===== config.mk =====
export PLATFORM = sky130hd
export DESIGN_NAME = keypad_scanner
export DESIGN_NICKNAME = d
export VERILOG_FILES = /design/src/rtl/keypad_scanner.sv
export SDC_FILE = /design/constraint.sdc
export NUM_CORES = 1
export LEC_CHECK = 0
export CORE_UTILIZATION = 35
export DETAILED_ROUTE_END_ITERATION = 6
export SLEW_MARGIN = 20
export SYNTH_ARGS = -nofsm -noshare
export SYNTH_HDL_FRONTEND = slang
export SYNTH_SLANG_ARGS = --single-unit

===== constraint.sdc =====
create_clock -name clk -period 6.4 [get_ports clk]
set_clock_uncertainty 0.1 [all_clocks]
set_input_delay 0.96 -clock clk [delete_from_list [all_inputs] [get_ports clk]]
set_output_delay 0.96 -clock clk [all_outputs]
set_load 0.005 [all_outputs]

===== src/rtl/keypad_scanner.sv =====
`timescale 1ns/1ps
`default_nettype none
// +--------------------------------------------------------------------------+
// | Module   : keypad_scanner                                                |
// | Purpose  : Memory-mapped 4x4 key-matrix scanner. Drives one row low at a |
// |            time, samples the synchronized columns, assembles a 16-bit    |
// |            frame, debounces across identical frames and latches the      |
// |            lowest newly pressed key as a code with an interrupt request. |
// | Ports    : clk, reset   - clock, synchronous active-high reset           |
// |            row_o[3:0]   - row drive, active-low, one-hot-low             |
// |            col_i[3:0]   - column sense, active-low, asynchronous         |
// |            ADD_I[31:0]  - bus byte address                               |
// |            DAT_I[31:0]  - bus write data                                 |
// |            WE_I         - bus write enable (single cycle)                |
// |            DAT_O[31:0]  - bus read data, combinational from ADD_I        |
// |            irq          - registered level interrupt (valid & ie)        |
// | Registers: BASE_ADDR+0 STATUS {valid, ovf, 10'b0, code[3:0], stable}    |
// |            BASE_ADDR+4 CTRL   W: bit0 ack, bit1 ie; R: {30'b0, ie, 1'b0} |
// | Revision : 1.0 - initial release                                         |
// +--------------------------------------------------------------------------+
module keypad_scanner #(
  parameter int          SCAN_DIV  = 1000,
  parameter int          DEBOUNCE  = 4,
  parameter logic [31:0] BASE_ADDR = 32'h0000_7f40
) (
  input  logic        clk,
  input  logic        reset,
  output logic [3:0]  row_o,
  input  logic [3:0]  col_i,
  input  logic [31:0] ADD_I,
  input  logic [31:0] DAT_I,
  input  logic        WE_I,
  output logic [31:0] DAT_O,
  output logic        irq
);

  localparam int               c_CNT_W       = $clog2(SCAN_DIV + 1);
  localparam int               c_SC_W        = (DEBOUNCE > 1) ? $clog2(DEBOUNCE) : 1;
  localparam logic [c_CNT_W-1:0] c_CNT_LOAD  = c_CNT_W'(SCAN_DIV);
  localparam logic [c_CNT_W-1:0] c_CNT_ONE   = c_CNT_W'(1);
  localparam logic [c_SC_W-1:0]  c_SC_MAX    = c_SC_W'(DEBOUNCE - 1);
  localparam logic [31:0]      c_STATUS_ADDR = BASE_ADDR;
  localparam logic [31:0]      c_CTRL_ADDR   = BASE_ADDR + 32'd4;

  // ---------------------------------------------------------------------
  // Column synchronizer. Idle level is all-high (pull-ups), so reset there
  // to avoid a phantom press in the first frame.
  // ---------------------------------------------------------------------
  logic [3:0] r_col_meta;
  logic [3:0] r_col_sync;

  always_ff @(posedge clk) begin
    if (reset) begin
      r_col_meta <= 4'b1111;
      r_col_sync <= 4'b1111;
    end else begin
      r_col_meta <= col_i;
      r_col_sync <= r_col_meta;
    end
  end

  // ---------------------------------------------------------------------
  // Row scan timing
  // ---------------------------------------------------------------------
  logic [c_CNT_W-1:0] r_cnt;
  logic [1:0]         r_row_idx;
  logic               w_sample;
  logic               w_frame_end;

  // The slot ends in the cycle the down-counter reads 1; sampling there
  // leaves at least two settle cycles after the row change for the
  // synchronizer to carry the new column level.
  assign w_sample    = (r_cnt == c_CNT_ONE);
  assign w_frame_end = w_sample && (r_row_idx == 2'd3);

  always_ff @(posedge clk) begin
    if (reset) begin
      r_cnt     <= c_CNT_LOAD;
      r_row_idx <= 2'd0;
    end else if (w_sample) begin
      r_cnt     <= c_CNT_LOAD;
      r_row_idx <= r_row_idx + 2'd1;
    end else begin
      r_cnt     <= r_cnt - c_CNT_ONE;
    end
  end

  assign row_o = ~(4'b0001 << r_row_idx);

  // ---------------------------------------------------------------------
  // Raw frame assembly. Key index = row*4 + col, pressed = 1.
  // ---------------------------------------------------------------------
  logic [15:0] r_raw;
  logic [15:0] w_raw_next;

  always_comb begin
    w_raw_next = r_raw;
    if (w_sample) begin
      w_raw_next[{r_row_idx, 2'b00} +: 4] = ~r_col_sync;
    end
  end

  always_ff @(posedge clk) begin
    if (reset) begin
      r_raw <= 16'h0000;
    end else begin
      r_raw <= w_raw_next;
    end
  end

  // ---------------------------------------------------------------------
  // Frame debounce. w_raw_next already holds the row-3 sample at frame end,
  // so the completed frame is compared against the previous one directly.
  // ---------------------------------------------------------------------
  logic [15:0]       r_frame_q;
  logic [c_SC_W-1:0] r_same_cnt;
  logic              r_frame_done;

  always_ff @(posedge clk) begin
    if (reset) begin
      r_frame_q    <= 16'h0000;
      r_same_cnt   <= '0;
      r_frame_done <= 1'b0;
    end else begin
      r_frame_done <= w_frame_end;
      if (w_frame_end) begin
        r_frame_q <= w_raw_next;
        if (w_raw_next == r_frame_q) begin
          if (r_same_cnt != c_SC_MAX) begin
            r_same_cnt <= r_same_cnt + c_SC_W'(1);
          end
        end else begin
          r_same_cnt <= '0;
        end
      end
    end
  end

  // ---------------------------------------------------------------------
  // Stable bitmap and press latch
  // ---------------------------------------------------------------------
  logic [15:0] r_stable;
  logic [3:0]  r_code;
  logic        r_valid;
  logic        r_ovf;
  logic        r_ie;
  logic        r_irq;

  logic        w_stable_upd;
  logic [15:0] w_newp;
  logic [3:0]  w_low_idx;
  logic        w_ctrl_wr;
  logic        w_ack;
  logic        w_valid_nxt;
  logic        w_ovf_nxt;
  logic [3:0]  w_code_nxt;

  // For DEBOUNCE=1 the counter never leaves 0 == c_SC_MAX, so every frame
  // updates the stable bitmap.
  assign w_stable_upd = r_frame_done && (r_same_cnt == c_SC_MAX);
  assign w_newp       = w_stable_upd ? (r_frame_q & ~r_stable) : 16'h0000;
  assign w_ctrl_wr    = WE_I && (ADD_I == c_CTRL_ADDR);
  assign w_ack        = w_ctrl_wr && DAT_I[0];

  // Lowest set index wins: scan from the top so the last hit is the lowest.
  always_comb begin
    w_low_idx = 4'd0;
    for (int i = 15; i >= 0; i--) begin
      if (w_newp[i]) begin
        w_low_idx = 4'(i);
      end
    end
  end

  // The acknowledge is applied before the press evaluation, so a press
  // landing in the ack cycle is latched fresh rather than flagged overflow.
  always_comb begin
    w_valid_nxt = w_ack ? 1'b0 : r_valid;
    w_ovf_nxt   = w_ack ? 1'b0 : r_ovf;
    w_code_nxt  = r_code;
    if (|w_newp) begin
      if (!w_valid_nxt) begin
        w_valid_nxt = 1'b1;
        w_code_nxt  = w_low_idx;
      end else begin
        w_ovf_nxt   = 1'b1;
      end
    end
  end

  always_ff @(posedge clk) begin
    if (reset) begin
      r_stable <= 16'h0000;
      r_code   <= 4'd0;
      r_valid  <= 1'b0;
      r_ovf    <= 1'b0;
      r_ie     <= 1'b0;
      r_irq    <= 1'b0;
    end else begin
      if (w_stable_upd) begin
        r_stable <= r_frame_q;
      end
      r_code  <= w_code_nxt;
      r_valid <= w_valid_nxt;
      r_ovf   <= w_ovf_nxt;
      if (w_ctrl_wr) begin
        r_ie <= DAT_I[1];
      end
      r_irq <= r_valid & r_ie;
    end
  end

  assign irq = r_irq;

  // ---------------------------------------------------------------------
  // Read mux
  // ---------------------------------------------------------------------
  always_comb begin
    DAT_O = 32'h0000_0000;
    if (ADD_I == c_STATUS_ADDR) begin
      DAT_O = {r_valid, r_ovf, 10'b0, r_code, r_stable};
    end else if (ADD_I == c_CTRL_ADDR) begin
      DAT_O = {30'b0, r_ie, 1'b0};
    end
  end

  // Upper write-data bits have no function in this block.
  logic w_unused_dat;
  assign w_unused_dat = &{1'b0, DAT_I[31:2]};

endmodule
`default_nettype wire

# Word-level counts from Yosys, hierarchy flattened
# Index checks and enable logic that the tools add are counted.
[op_classes]
n_addsub = 4
n_eq_ne = 8
n_bitwise = 6
shifts = 3
n_mux = 28
reduce_logical = 8
[ops]
columns = ["cell", "n"]
rows = [
  ["32-bit by 15-bit == test with 1-bit output, second input constant", 2],
  ["4-bit two-way mux", 16],
  ["16-bit two-way mux", 2],
  ["32-bit two-way mux", 1],
  ["16-bit bitwise AND", 1],
  ["16-bit bitwise mux", 1],
  ["16-bit == test", 1],
  ["16-bit NOT", 1],
  ["16-bit OR reduction", 1],
  ["4-bit by 6-bit variable shift with 16-bit output, first input constant", 1],
  ["4-bit by 6-bit variable part select with 16-bit output", 1],
  ["10-bit by 1-bit == test with 1-bit output, second input constant", 1],
  ["10-bit by 1-bit subtractor with 10-bit output, second input constant", 1],
  ["4-bit NOT", 2],
  ["2-bit two-way mux", 3],
  ["4-bit negator with 6-bit output", 1],
  ["1-bit two-way mux", 5],
  ["2-bit by 1-bit adder with 2-bit output, second input constant", 2],
  ["2-bit == test, second input constant", 2],
  ["1-bit logical AND", 4],
  ["2-bit AND reduction", 2],
  ["1-bit by 2-bit << shifter with 4-bit output, first input constant", 1],
  ["2-bit by 1-bit inequality test with 1-bit output, second input constant", 1],
  ["2-bit inequality test, second input constant", 1],
  ["3 further kinds", 3],
]
[totals]
ff_bits = 79
elab_cells = 71

# Depth between registers and ports, before layout
# Gate-level depths: netlist of the first run.
[logic_depth]
ltp_word = 19
depth_mapped = 12
ltp_nobuf = 9

# Least setup slack after synthesis of the first run
# No wires, ideal clock.
[synth_timing]
path_kind = "input to output"
from = "in ADD_I[5]"
to = "out DAT_O[0]"
path_buffers = 1
slack_ns = 3.044
required_ns = 5.340
arrival_ns = 2.296
path_stages = 6
cell_sequence = "nor4b_1 > nand2_1 > nor4_1 > nor2b_1 > clkbuf_1 > and2_1"
[synth_via]
elab_chain_cells = 2
[synth_lines]
columns = ["item", "line", "source"]
rows = [
  ["start, declared", "30", "input logic [31:0] ADD_I,"],
  ["32-bit by 15-bit == test with 1-bit output", "220", "if (ADD_I == c_STATUS_ADDR) begin"],
  ["32-bit two-way mux", "220", ""],
  ["end, declared", "33", "output logic [31:0] DAT_O,"],
]
# Every way passes these cells.

# Worst setup path in the final report of the first run
[layout_timing]
from = "in ADD_I[0]"
to = "out DAT_O[8]"
# Same word-level chain as after synthesis.

==> out/qor.yml, run 1 <==
status: "complete, no violations"
drive_gt1_share_pct: 8.38
powerDensity_mw_per_mm2: 218
num_antenna_cells: 0
io_buffers: 67
finish.utilization_pct: 44.7
drc: 0
synth_edf_count: 0
maxSlewHeadroom_pct: 46.9
root_buffer: "clkbuf_16"
setup_violations: 0
cts-htree-levels: 3
gp_congestion: 0.814
async_flop_share_pct: 0
grt_pass1_vias: 3591
start_util_pct: 35.8
drt-initial-drc-count: 229
antenna_found_initial: 0
rsz0062_at_grt: "no"
finalNonFillerCells: 732
period_share_pct: 73.4
worstHoldPathType: "reg -> reg"
overflow: 0
synth_cell_types: 64
cp_slowest_cell: "nor2b_2"
crit_family: "simple AND/OR/NAND/NOR gates"
nets: 659
wl_per_cell_um: 14.8
globalRouteTotalUtil_pct: 17.6
worstPathArrival_ns: 3.64
ant_nets: 0
via_per_inst: 5.32
pre_cts_slack_ns: 1.30
numClockSinks: 79
busiest_layer: "met2"
dp_cells: 715
worst-path-max-fanout: 21
via_count: 3892
dieWidth_um: 113
io_pins: 108
max-cap-violations: 0
cts_tree: "built"
critPathLaunchType: "primary input"
critPathRequiredTime_ns: 5.34
die_area_mm2: 0.0127
synth_area_mm2: 0.00428
synth_seq_cells: 79
cp_cell_sequence: "clkdlybuf4s50_1, nor4_1, nand2_1, nor4_1, nor2b_2, and2_1, clkdlybuf4s50_1"
hold_viol_final: 0
place.detailed.hpwl_mm: 7.92
end_kind: "output pin"
syn_inst: 531
grt_pass1_wl_mm: 17.7
avgSynthCellArea_um2: 8.06
critPathBufInv: 2
drv_slew: 0
cts_buffer_depth: 2
vdd_drop_max_v: 0.000146
fin_ws_ns: 1.70
cts_buffers: 9
setup_tns_ns: 0
grt_use_met2_pct: 28.8
path_class: "in -> out"
grt.met3_usage_pct: 4.81
cts.reportedPaths.clkPinSlew_ns: 0.06
synthToLayoutAreaGrowth_pct: 24.9
met1_usage_pct: 21.9
grt_max_degree: 71
cts_resized: 0
cts_hold_buf: 0
die_y_um: 113
dr.pass1.iters: 5
leakage_nw: 1.84
rows: 40
fmax_mhz: 213
ys_seq_area_share_pct: 37.0
clock_latency_ns: 0.34
post-cts-setup-buffer-count: 0
ys_warn_count: 0
worst_pin_slew_ns: 0.790
totalWireLength_mm: 10.8
synthFlopType: "dfxtp_1"
post-route-min-period_ns: 4.70
cpPeakStageDelay_ns: 0.63
core_mm2: 0.0120
-- path summary, 6_finish.rpt --
check | from | to | slack (ns) | depth (start not counted)
max | ADD_I[0] | DAT_O[8] | 1.70 | 7
min | r_col_meta[3]$_SDFF_PP1_ | r_col_sync[3]$_SDFF_PP1_ | 0.31 | 1
max reg2reg | r_row_idx[0]$_SDFFE_PP0P_ | r_same_cnt[0]$_SDFFE_PP0P_ | 2.77 | 9
min reg2reg | r_col_meta[3]$_SDFF_PP1_ | r_col_sync[3]$_SDFF_PP1_ | 0.31 | 1
-- cells in the final DEF (no fill, tap or decap), types with 3 or more instances in the layout --
master | synthesis | layout
a211oi_1 | 19 | 19
a21oi_1 | 46 | 46
a222oi_1 | 3 | 3
a41oi_1 | 4 | 4
and2_1 | 26 | 26
bufinv_16 | 0 | 3
clkbuf_16 | 0 | 9
clkdlybuf4s50_1 | 0 | 66
conb_1 | 1 | 10
dfxtp_1 | 79 | 79
ha_1 | 8 | 8
inv_1 | 21 | 21
mux2i_1 | 6 | 6
nand2_1 | 59 | 59
nand2b_1 | 9 | 9
nand3_1 | 4 | 4
nand4_1 | 12 | 12
nor2_1 | 51 | 51
nor2b_1 | 15 | 14
nor3_1 | 11 | 11
nor3b_1 | 3 | 3
nor4_1 | 10 | 10
nor4b_1 | 4 | 4
o21ai_0 | 7 | 7
o22ai_1 | 3 | 3
o41ai_1 | 6 | 6
or2_2 | 12 | 12
or3_1 | 7 | 7
or3b_2 | 3 | 3
or4_1 | 5 | 5
or4b_2 | 5 | 5
xnor2_1 | 7 | 7
xor2_1 | 5 | 5
-- per-stage QoR --
stage	hold slack, ns	power [mW]	area (um^2)
after floorplan	0.289	0.555	4310
after global placement	0.292	0.581	4980
after detailed placement	0.295	0.583	4980
after CTS	0.310	1.18	5330
after global routing	0.317	1.21	5340
final	0.308	1.17	5340
-- state kept, by name, indices dropped and copies added, names as in the netlist --
signal	count
r_col_meta	4
r_col_sync	4
r_cnt	10
r_raw	16
irq	1
r_row_idx	2
r_frame_q	16
r_code	4
r_same_cnt	2
r_frame_done	1
r_valid	1
r_stable	16
r_ovf	1
r_ie	1
-- final cells by class --
class | count | area [um^2]
fillers | 1187 | 6620
multi-input cells | 399 | 2460
flip-flops and latches | 79 | 1580
repair buffers | 70 | 692
clock buffers | 11 | 243
well taps | 147 | 184
clock inverters | 5 | 104
inverters | 21 | 78.8
-- cell usage after synthesis, drive strengths merged, types with 3 or more instances --
cell	instances	area, um^2
or4	5	37.5
nand4	12	75.1
xnor2	7	61.3
nand2b	9	56.3
or3	7	43.8
xor2	5	43.8
nor3	12	65.1
nor2b	15	93.8
a222oi	3	30.0
a211oi	19	143
or3b	3	26.3
nor4b	4	35.0
a41oi	4	35.0
or2	12	75.1
o41ai	6	52.6
ha	8	100
inv	21	78.8
nand2	59	221
nor4	12	96.3
and2	27	169
nand3	4	20.0
a21oi	46	230
clkbuf	26	97.6
o21ai	7	35.0
dfxtp	79	1580
nor2	51	191
o22ai	3	18.8
buf	15	105
nor3b	4	35.0
mux2i	6	60.1
or4b	6	60.1
-- cells by family (layout without fill, tap and decap cells) --
logic type / count (synthesis) / count (layout) / synth area share (%)
adder cells (fa/ha/maj): 8 / 8 / 2.34
AO/OA/AOI/OAI: 112 / 112 / 17.7
XOR/XNOR: 12 / 12 / 2.46
AND/OR/NAND/NOR: 249 / 249 / 31.9
buffers and inverters: 62 / 107 / 6.58
flip-flops: 79 / 79 / 37.0
other: 1 / 10 / 0.0877
multiplexers: 8 / 8 / 1.93
-- power breakdown --
part           switching [mW]  internal, mW
Clock                   0.201         0.392
Combinational          0.0250        0.0357
Sequential             0.0114         0.500
Total                   0.238         0.928
-- layer usage --
metal	vias up	part of all wire, %	wire length (um)
met3	15	6.5	707
met4	0	2.0	216
li1	1964	-	-
met5	-	0	0
met1	1795	45	4890
met2	118	46	5030
No activity file was read; power rests on OpenSTA's default activity.
==> inputs of run 2 (changes only) <==
==> constraint.sdc (replaced) <==
create_clock -name clk -period 4.3 [get_ports clk]
set_clock_uncertainty 0.1 [all_clocks]
set_input_delay 0.645 -clock clk [delete_from_list [all_inputs] [get_ports clk]]
set_output_delay 0.645 -clock clk [all_outputs]
set_load 0.005 [all_outputs]
==> run 2 against run 1 <==
Count of clock-buffer cells in the layout unchanged. Setup slack worse by 1.1 ns. Combinational power up 48%. Register-to-register slack worse by 2.0 ns. First-iteration DRC count up 19%. Worst hold slack worse by 0.0039 ns. Critical path depth up 2. Largest cell class unchanged. Largest power group unchanged. Highest routed layer unchanged.
==> out/qor.yml, run 2 (synthesized netlist as in run 1, its figures left out) <==
crit_family: "buffers and inverters"
worst-path-max-fanout: 21
globalRouteTotalUtil_pct: 17.4
critPathRequiredTime_ns: 3.56
nFillCells: 1204
dr.pass1.iters: 5
die_area_mm2: 0.0127
post-cts-setup-buffer-count: 0
met2WireLength_mm: 4.93
internal-power_mw: 1.37
critPathLaunchType: "primary input"
dp_cells: 717
grt_pass1_wl_mm: 17.4
post-route-min-period_ns: 3.66
cpPeakStageDelay_ns: 0.52
end_kind: "output pin"
maxSlewHeadroom_pct: 46.1
crit_cells: 9
rows: 40
wl_per_cell_um: 14.9
cts_tree: "built"
synthToLayoutAreaGrowth_pct: 25.0
ant_nets: 0
layout_common_cells: "dfxtp_1, clkdlybuf4s50_1, nand2_1"
cts_buffers: 9
hold_viol_final: 0
powerDensity_mw_per_mm2: 323
cts_buffer_depth: 2
drt-initial-drc-count: 272
worstPathArrival_ns: 2.92
gp_congestion: 0.824
r2r_end: "r_same_cnt[0]$_SDFFE_PP0P_"
antenna_found_initial: 0
io_pins: 108
crit_end: "DAT_O[9]"
r2r_cells: 9
via_per_inst: 5.35
cp_slowest_cell: "clkdlybuf4s50_1"
numClockSinks: 79
critPathBufInv: 4
drt-met1-wl_mm: 5.00
cts-htree-levels: 3
io_buffers: 67
fin_area_mm2: 0.00535
setup_violations: 0
r2r-start: "r_row_idx[0]$_SDFFE_PP0P_"
drive_gt1_share_pct: 8.35
max-cap-violations: 0
worst_pin_slew_ns: 0.801
min_path_cells: 1
start_util_pct: 35.8
worstHoldPathType: "reg -> reg"
nets: 661
largestRegisters: "r_frame_q x16, r_raw x16, r_stable x16"
rsz0062_at_grt: "no"
drv_slew: 0
layout_commonest_cell: "dfxtp_1"
pwr-share-clk_pct: 50.8
drc: 0
vdd_drop_max_v: 0.000182
status: "complete, no violations"
leakage_nw: 1.84
fmax_mhz: 273
path_class: "in -> out"
totalWireLength_mm: 11.0
root_buffer: "clkbuf_16"
finalNonFillerCells: 734
cts.reportedPaths.clkPinSlew_ns: 0.06
overflow: 0
grt_pass1_vias: 3589
routed.top_layer: "met4"
core_mm2: 0.0120
place.detailed.hpwl_mm: 8.12
dieWidth_um: 113
place_area_mm2: 0.00500
period_share_pct: 85.2
switchingPower_mw: 0.363
cts_hold_buf: 0
cp_cell_sequence: "clkdlybuf4s50_1, nor4b_1, nand2_1, nor4_1, buf_4, nor2b_1, buf_4, and2_1, clkdlybuf4s50_1"
grt_max_degree: 70
clock_latency_ns: 0.35
hold_ws_ns: 0.304
num_antenna_cells: 0
via_count: 3925
pwr-share-comb_pct: 5.2
cts_resized: 0
switching_share_pct: 21.0
regArea_mm2: 0.00158
multi_input_area_mm2: 0.00246
reg2reg_slack_ns: 0.76
power_frac_seq_pct: 44.0
setup_tns_ns: 0
setup.worst_path.start: "ADD_I[5]"
power_mw: 1.73
met3_length_um: 723
die_y_um: 113
## run 2: changes by cell type in the layout (fill, tap and decap cells not counted), sizes merged
| cell | change |
|---|---|
| buf | +2 |
| clkinvlp | +1 |
| inv | -1 |
## run 2: how the worst min path moves through the flow
stage,startpoint,end
floorplan,r_col_meta[0]$_SDFF_PP1_,r_col_sync[0]$_SDFF_PP1_
global placement,r_col_meta[3]$_SDFF_PP1_,r_col_sync[3]$_SDFF_PP1_
detailed placement,r_col_meta[3]$_SDFF_PP1_,r_col_sync[3]$_SDFF_PP1_
CTS,r_col_meta[0]$_SDFF_PP1_,r_col_sync[0]$_SDFF_PP1_
global route,r_col_meta[0]$_SDFF_PP1_,r_col_sync[0]$_SDFF_PP1_
finish,r_col_meta[2]$_SDFF_PP1_,r_col_sync[2]$_SDFF_PP1_
## run 2: layer usage
metal / global-route usage (%) / vias to the layer above
met5: 0 / -
met3: 3.08 / 19
met1: 21.6 / 1795
li1: - / 1966
met4: 9.33 / 0
met2: 28.8 / 145
## run 2: final cells by class
cell class,count,share of cell area [%]
sequential,79,29.6
timing repair buffer,72,13.2
tap,147,3.44
multi-input combinational,399,46.0
inverter,21,1.47
clock inverter,5,1.99
clock buffer,11,4.35
## run 2: through the flow
step	setup slack (ns)	util, %
detailed placement	0.602	41.8
finish	0.638	44.7
global route	0.463	44.7
global placement	0.575	41.8
CTS	0.591	44.6
floorplan	1.28	-
## run 2: power by group through the flow
stage	combinational, mW	clock (mW)	sequential [mW]
floorplan	0.0538	0	0.772
global placement	0.0883	0	0.776
detailed placement	0.0903	0	0.777
CTS	0.0909	0.890	0.761
global route	0.0990	0.918	0.762
finish	0.0902	0.878	0.760
